File: src/rtl/mult_sequencer.sv
// Iterative shift-add unsigned multiplier: accepts an operand pair, runs WIDTH
// partial-product steps (one per clock), then holds the 2*WIDTH-bit product until taken.
module mult_sequencer #(
   parameter int WIDTH = 8
) (
   input  logic                 clk,
   input  logic                 rst_n,
   input  logic                 in_valid,
   output logic                 in_ready,
   input  logic [WIDTH-1:0]     in_a,
   input  logic [WIDTH-1:0]     in_b,
   output logic                 out_valid,
   input  logic                 out_ready,
   output logic [2*WIDTH-1:0]   out_product,
   output logic                 busy
);

   localparam int CNT_W = $clog2(WIDTH + 1);
   localparam logic [CNT_W-1:0] CNT_LAST = CNT_W'(WIDTH - 1);

   typedef enum logic [1:0] {
      IDLE = 2'd0,
      RUN  = 2'd1,
      DONE = 2'd2
   } state_t;

   state_t               state, state_nxt;
   logic [WIDTH-1:0]     a_q;
   logic [2*WIDTH-1:0]   p_q;
   logic [CNT_W-1:0]     cnt_q;
   logic                 accept;

   // One multiply step: conditionally add A to the upper half, then shift the
   // WIDTH+1-bit sum (its carry included) back in from the top.
   function automatic logic [2*WIDTH-1:0] shift_add_step(
      input logic [2*WIDTH-1:0] p,
      input logic [WIDTH-1:0]   a
   );
      logic [WIDTH:0] sum;
      sum = {1'b0, p[2*WIDTH-1:WIDTH]} + (p[0] ? {1'b0, a} : {(WIDTH+1){1'b0}});
      return {sum, p[WIDTH-1:1]};
   endfunction

   assign accept = in_valid & in_ready;

   always_comb begin
      state_nxt = state;
      in_ready  = 1'b0;
      case (state)
         IDLE: begin
            in_ready = 1'b1;
            if (in_valid) state_nxt = RUN;
         end
         RUN: begin
            if (cnt_q == CNT_LAST) state_nxt = DONE;
         end
         DONE: begin
            // out_ready feeds in_ready directly so a consume and a new accept share one edge
            in_ready = out_ready;
            if (out_ready) state_nxt = in_valid ? RUN : IDLE;
         end
         default: state_nxt = IDLE;
      endcase
   end

   always_ff @(posedge clk) begin
      if (!rst_n) begin
         state <= IDLE;
         a_q   <= '0;
         p_q   <= '0;
         cnt_q <= '0;
      end else begin
         state <= state_nxt;
         if (accept) begin
            a_q   <= in_a;
            p_q   <= {{WIDTH{1'b0}}, in_b};
            cnt_q <= '0;
         end else if (state == RUN) begin
            p_q   <= shift_add_step(p_q, a_q);
            cnt_q <= cnt_q + CNT_W'(1);
         end
      end
   end

   assign out_valid   = (state == DONE);
   assign busy        = (state == RUN);
   assign out_product = p_q;

endmodule

File: config.mk
export PLATFORM = sky130hd
export DESIGN_NAME = mult_sequencer
export DESIGN_NICKNAME = d
export VERILOG_FILES = /design/src/rtl/mult_sequencer.sv
export SDC_FILE = /design/constraint.sdc
export NUM_CORES = 1
export LEC_CHECK = 0
export CAP_MARGIN = 25
export CORE_MARGIN = 2
export CORE_UTILIZATION = 52
export DETAILED_ROUTE_END_ITERATION = 12
export PLACE_DENSITY_LB_ADDON = 0.3
export SLEW_MARGIN = 20
export SYNTH_ARGS = -nofsm -noshare
export SYNTH_HDL_FRONTEND = slang
export SYNTH_SLANG_ARGS = --single-unit
File: constraint.sdc
create_clock -name clk -period 5.57 [get_ports clk]
set_input_delay 1.114 -clock clk [delete_from_list [all_inputs] [get_ports clk]]
set_output_delay 1.114 -clock clk [all_outputs]
set_load 0.02 [all_outputs]
; Yosys cells after proc, flatten, opt, wreduce, memory -nomap -nowiden
; Index checks and enable logic that the tools add are counted.
[totals]
input_bits = 20
register_bits = 30
elab_cells = 28
[op_classes]
mux = 9
reduce_logical = 4
add_sub_neg = 2
bitwise = 2
eq_ne = 6
[op_table]
columns = operator, count
row1 = $mux W8, 3
row2 = $add A8 B8 Y9, 1
row3 = $mux W2, 3
row4 = $pmux W2 S3, 1
row5 = $add A4 B1 Y4 const B, 1
row6 = $eq A4 B3 Y1 const B, 1
row7 = $ne A2 B1 Y1 const B, 2
row8 = $reduce_and A3 Y1, 1
row9 = $eq A2 B1 Y1 const B, 1
row10 = $eq A2 B2 Y1 const B, 1
row11 = $logic_not A2 Y1, 1
row12 = $ne A2 B2 Y1 const B, 1
row13 = $pmux W1 S2, 1
row14 = $reduce_bool A2 Y1, 1
row15 = $reduce_or A2 Y1, 1
row16 = $and A1 B1 Y1, 1
row17 = $mux W1, 1
row18 = $not A1 Y1, 1

; Depth between registers and ports, before layout
[logic_depth]
ltp_word = 4
ltp_mapped = 7
depth_no_buf = 7

; Worst setup path before layout
; No wires, ideal clock.
[synth_timing]
path_kind = input -> output
startpoint = input port out_ready
endpoint = output port in_ready
cell_stages = 2
arrival_time_ps = 1479
required_time_ps = 4456
path_slack_ps = 2977
cell_sequence = nand2b_4 > and2_1
[synth_between]
elab_chain_cells = 1
[synth_lines]
columns = item, line
row1 = start: declaration, 13  ; input logic out_ready,
row2 = $pmux W1 S2, 49  ; case (state)
row3 = end: declaration, 9  ; output logic in_ready,
; No other way between the ends.

; Final worst setup path
; Same ends and word-level chain as after synthesis.

==> results.py <==
metrics = {
    "power_and_ir_drop": {
        "power.static_leakage_nw": 0.772,
        "p_seq_share_pct": 48.0,
        "powerDensity_nw_per_um2": 244,
        "internal-power_uw": 356,
        "combinationalPowerShare_pct": 16.2,
        "power.ir.vdd_worst_mv": 0.283,
        "clkPwrFrac_pct": 35.8,
        "post-layout-total-power_uw": 486,
        "switchingPower_uw": 130,
        "switching_share_pct": 26.8,
    },
    "worst_setup_path": {
        "crit_path_cell_trace": "clkdlybuf4s50_1 > nand2b_4 > and2_1 > clkdlybuf4s50_1",
        "cp.arrival_ns": 2.47,
        "path_max_fanout": 7,
        "critical_path.n_buffers_inverters": 2,
        "critical_path.slowest_cell": "clkdlybuf4s50_1",
        "slowest_delay_ns": 0.60,
        "r2r.worst_path.cells": 7,
        "library_cell_appearing_most_often_on_the_critical_path": "clkdlybuf4s50_1",
        "rr_endpoint": "out_product[13]$_SDFFE_PP0N_",
        "element_type_at_the_critical_path_start": "input pin",
        "r2r_setup_slack_ns": 3.22,
        "critPathCaptureType": "primary output",
        "timing.setup.critical_path_class": "in2out",
        "family_with_the_most_delay_on_the_worst_path": "buffers and inverters",
        "timing.critical_path.required_ns": 4.46,
        "r2r-start": "out_product[0]$_SDFFE_PN0P_",
    },
    "sta": {
        "report.final.hold_viol_count": 0,
        "fraction_of_the_cycle_the_final_worst_path_needs_pct": 64.4,
        "period_needed_ns": 3.59,
        "worst_pin_slew_ns": 0.645,
        "clock.fmax_ghz": 0.279,
        "final.setup.tns_ns": 0,
        "timing.slew.headroom_pct": 56.8,
        "setup_viol": 0,
        "final.setup.worst_slack_ns": 1.98,
        "fin_worst_skew_ns": 0.00802,
        "rsz0062_at_grt": "false",
        "timing_max_transition_violations_final": 0,
    },
    "synth": {
        "synth_cell_types": 40,
        "top_cells_by_area_in_the_synthesized_netlist": "dfxtp_1 (39%), nand2_1 (8.8%), a21oi_1 (8.1%)",
        "synth.yosys.warnings": 0,
        "yosys.cell_count.top_type": "nand2_1",
        "postSynth.asyncResetShare_pct": 0,
        "synth_largest_area_cell": "dfxtp_1",
        "synth_fp_nets": 217,
        "synth_ff_type": "dfxtp_1",
        "netlist_top_cells_count": "nand2_1 (36), dfxtp_1 (30), a21oi_1 (25)",
        "yosysTopAreaCellShare_pct": 39.0,
        "synth.cell_area_um2": 1540,
        "syn_avg_cell_area_um2": 8.24,
        "synth-edff-count": 0,
        "synth_sequential_area_ratio_pct": 39.0,
        "postSynthRegisterBits": 30,
        "post_synth_inst_count": 187,
    },
    "cts": {
        "cts.root.buffer_cell": "clkbuf_4",
        "clkSinkCount": 30,
        "post_cts_resized": 0,
        "cts_max_path_buffers": 2,
        "cts_max_level": 2,
        "tritoncts": "done",
        "number_of_setup_buffers_added_after_cts": 0,
        "hold_bufs_at_cts": 0,
        "clk_transition_reported_paths_ns": 0.10,
        "inserted_clock_buffers": 5,
        "worst_skew_pair_later_pin_latency_ns": 0.34,
    },
    "die": {
        "std_cell_rows": 19,
        "core_um2": 2780,
        "die_height_um": 58.4,
        "floorplan.io_pins": 39,
        "die_w_um": 58.4,
        "start_util_pct": 55.4,
        "floorplan.die_area_um2": 3420,
    },
    "global_routing": {
        "grt_pass1_vias": 1379,
        "antenna_violations_before_repair": 0,
        "grtUsageTotal_pct": 23.3,
        "grt_pass1_wl_mm": 6.06,
        "grt_overflow": 0,
        "grt_start_max_net_pins": 24,
    },
    "cells_and_area": {
        "fillerInstances": 224,
        "synthToLayoutAreaGrowth_pct": 29.2,
        "final_nets": 252,
        "layout.cells.non_filler": 254,
        "antenna_cells_inserted": 0,
        "drive_above_1_share_pct": 4.04,
    },
    "placement": {
        "placement.io_buffers": 38,
        "place_congestion": 0.858,
        "worst_slack_after_detailed_placement_ns": 2.00,
        "placedCellCount": 246,
        "dp_hpwl_mm": 2.56,
    },
    "detailed_routing": {
        "first_pass_iters": 4,
        "detailroute.via_count": 1505,
        "drt.antenna.violating_nets": 0,
        "drt-total-wl_mm": 3.70,
        "remaining_drc_errors": 0,
        "drt-vias-per-instance": 5.93,
        "routedWlPerCell_um": 14.6,
        "detailedRoute.firstIterationViolations": 80,
    },
    "min_path": {
        "timing.hold.worst.start": "a_q[4]$_SDFFE_PN0P_",
        "hold-path-endpoint": "a_q[4]$_SDFFE_PN0P_",
        "holdCritPathClass": "reg2reg",
        "hold_depth": 2,
    },
    "status": {
        "status": "complete, no violations",
    },
    "run": {
        "timing.max_cap.violations": 0,
    },
}
[layout by cell type (no fill, tap or decap), types with 4 or more instances in the layout]
cell and instances:
o21ai_0 4, a211oi_1 4, nand2_1 36, and2_1 9, a21oi_1 25, a22oi_1 7
clkdlybuf4s50_1 38, ha_1 9, nand3_1 8, clkbuf_4 5, dfxtp_1 30, nor2_1 8
[cell families after synthesis]
| family | after synthesis | synth area share (%) |
|---|---|---|
| AND/OR/NAND/NOR | 74 | 23.1 |
| flip-flops | 30 | 39.0 |
| XOR/XNOR | 4 | 2.27 |
| AO/OA/AOI/OAI | 56 | 23.5 |
| buffers and inverters | 13 | 3.57 |
| adder cells (fa/ha/maj) | 10 | 8.60 |
[state kept, by name, indices dropped and copies added, names as in the netlist]
| name | flops |
|---|---|
| state | 2 |
| cnt_q | 4 |
| a_q | 8 |
| out_product | 16 |
[power by group through the flow]
stage,Sequential (mW),Combinational [mW],Clock [mW]
final,0.233,0.0788,0.174
after global routing,0.234,0.0858,0.183
after CTS,0.233,0.0789,0.174
after detailed placement,0.238,0.0783,0
after global placement,0.237,0.0769,0
after floorplan,0.243,0.0395,0
[worst register-to-register path, stage by stage (launching register included)]
cell	delay, ns
dfxtp_1	0.42
and2_1	0.19
ha_1	0.20
fa_1	0.44
a211oi_1	0.34
o21bai_1	0.19
a2111o_1	0.44
nand3_1	0.08
[through the flow]
step	util, %	hold slack (ns)	area (µm²)
final	71.6	0.459	1990
after detailed placement	68.9	0.448	1920
after global placement	68.9	0.440	1920
after CTS	71.6	0.461	1990
after global routing	71.6	0.482	1990
after floorplan	-	0.432	1540
[metal layers]
layer  track usage [%]  vias to the layer above  wire, µm
li1                  -                      740         -
met1              29.4                      691      1590
met2              36.9                       65      1800
met3              5.05                        9       232
met4              12.6                        0        77
met5                 0                        -         0
[worst max-delay path by stage]
| stage | startpoint | slack (ns) | depth (start not counted) | end |
|---|---|---|---|---|
| finish | out_ready | 1.98 | 4 | in_ready |
| global route | out_ready | 1.94 | 4 | in_ready |
| CTS | out_ready | 1.99 | 4 | in_ready |
| detailed placement | out_ready | 2.00 | 4 | in_ready |
| global placement | out_ready | 2.01 | 4 | in_ready |
| floorplan | out_ready | 2.98 | 2 | in_ready |
[area by class of cell]
| class | count | area, µm² | share of cell area (%) |
|---|---|---|---|
| flip-flops and latches | 30 | 601 | 30.2 |
| inverters | 3 | 11.3 | 0.565 |
| multi-input cells | 144 | 886 | 44.5 |
| clock buffers | 7 | 45.0 | 2.26 |
| well taps | 31 | 38.8 | 1.95 |
| repair buffers | 38 | 380 | 19.1 |
| clock inverters | 1 | 30.0 | 1.51 |
(Power assumes the default switching activity.)
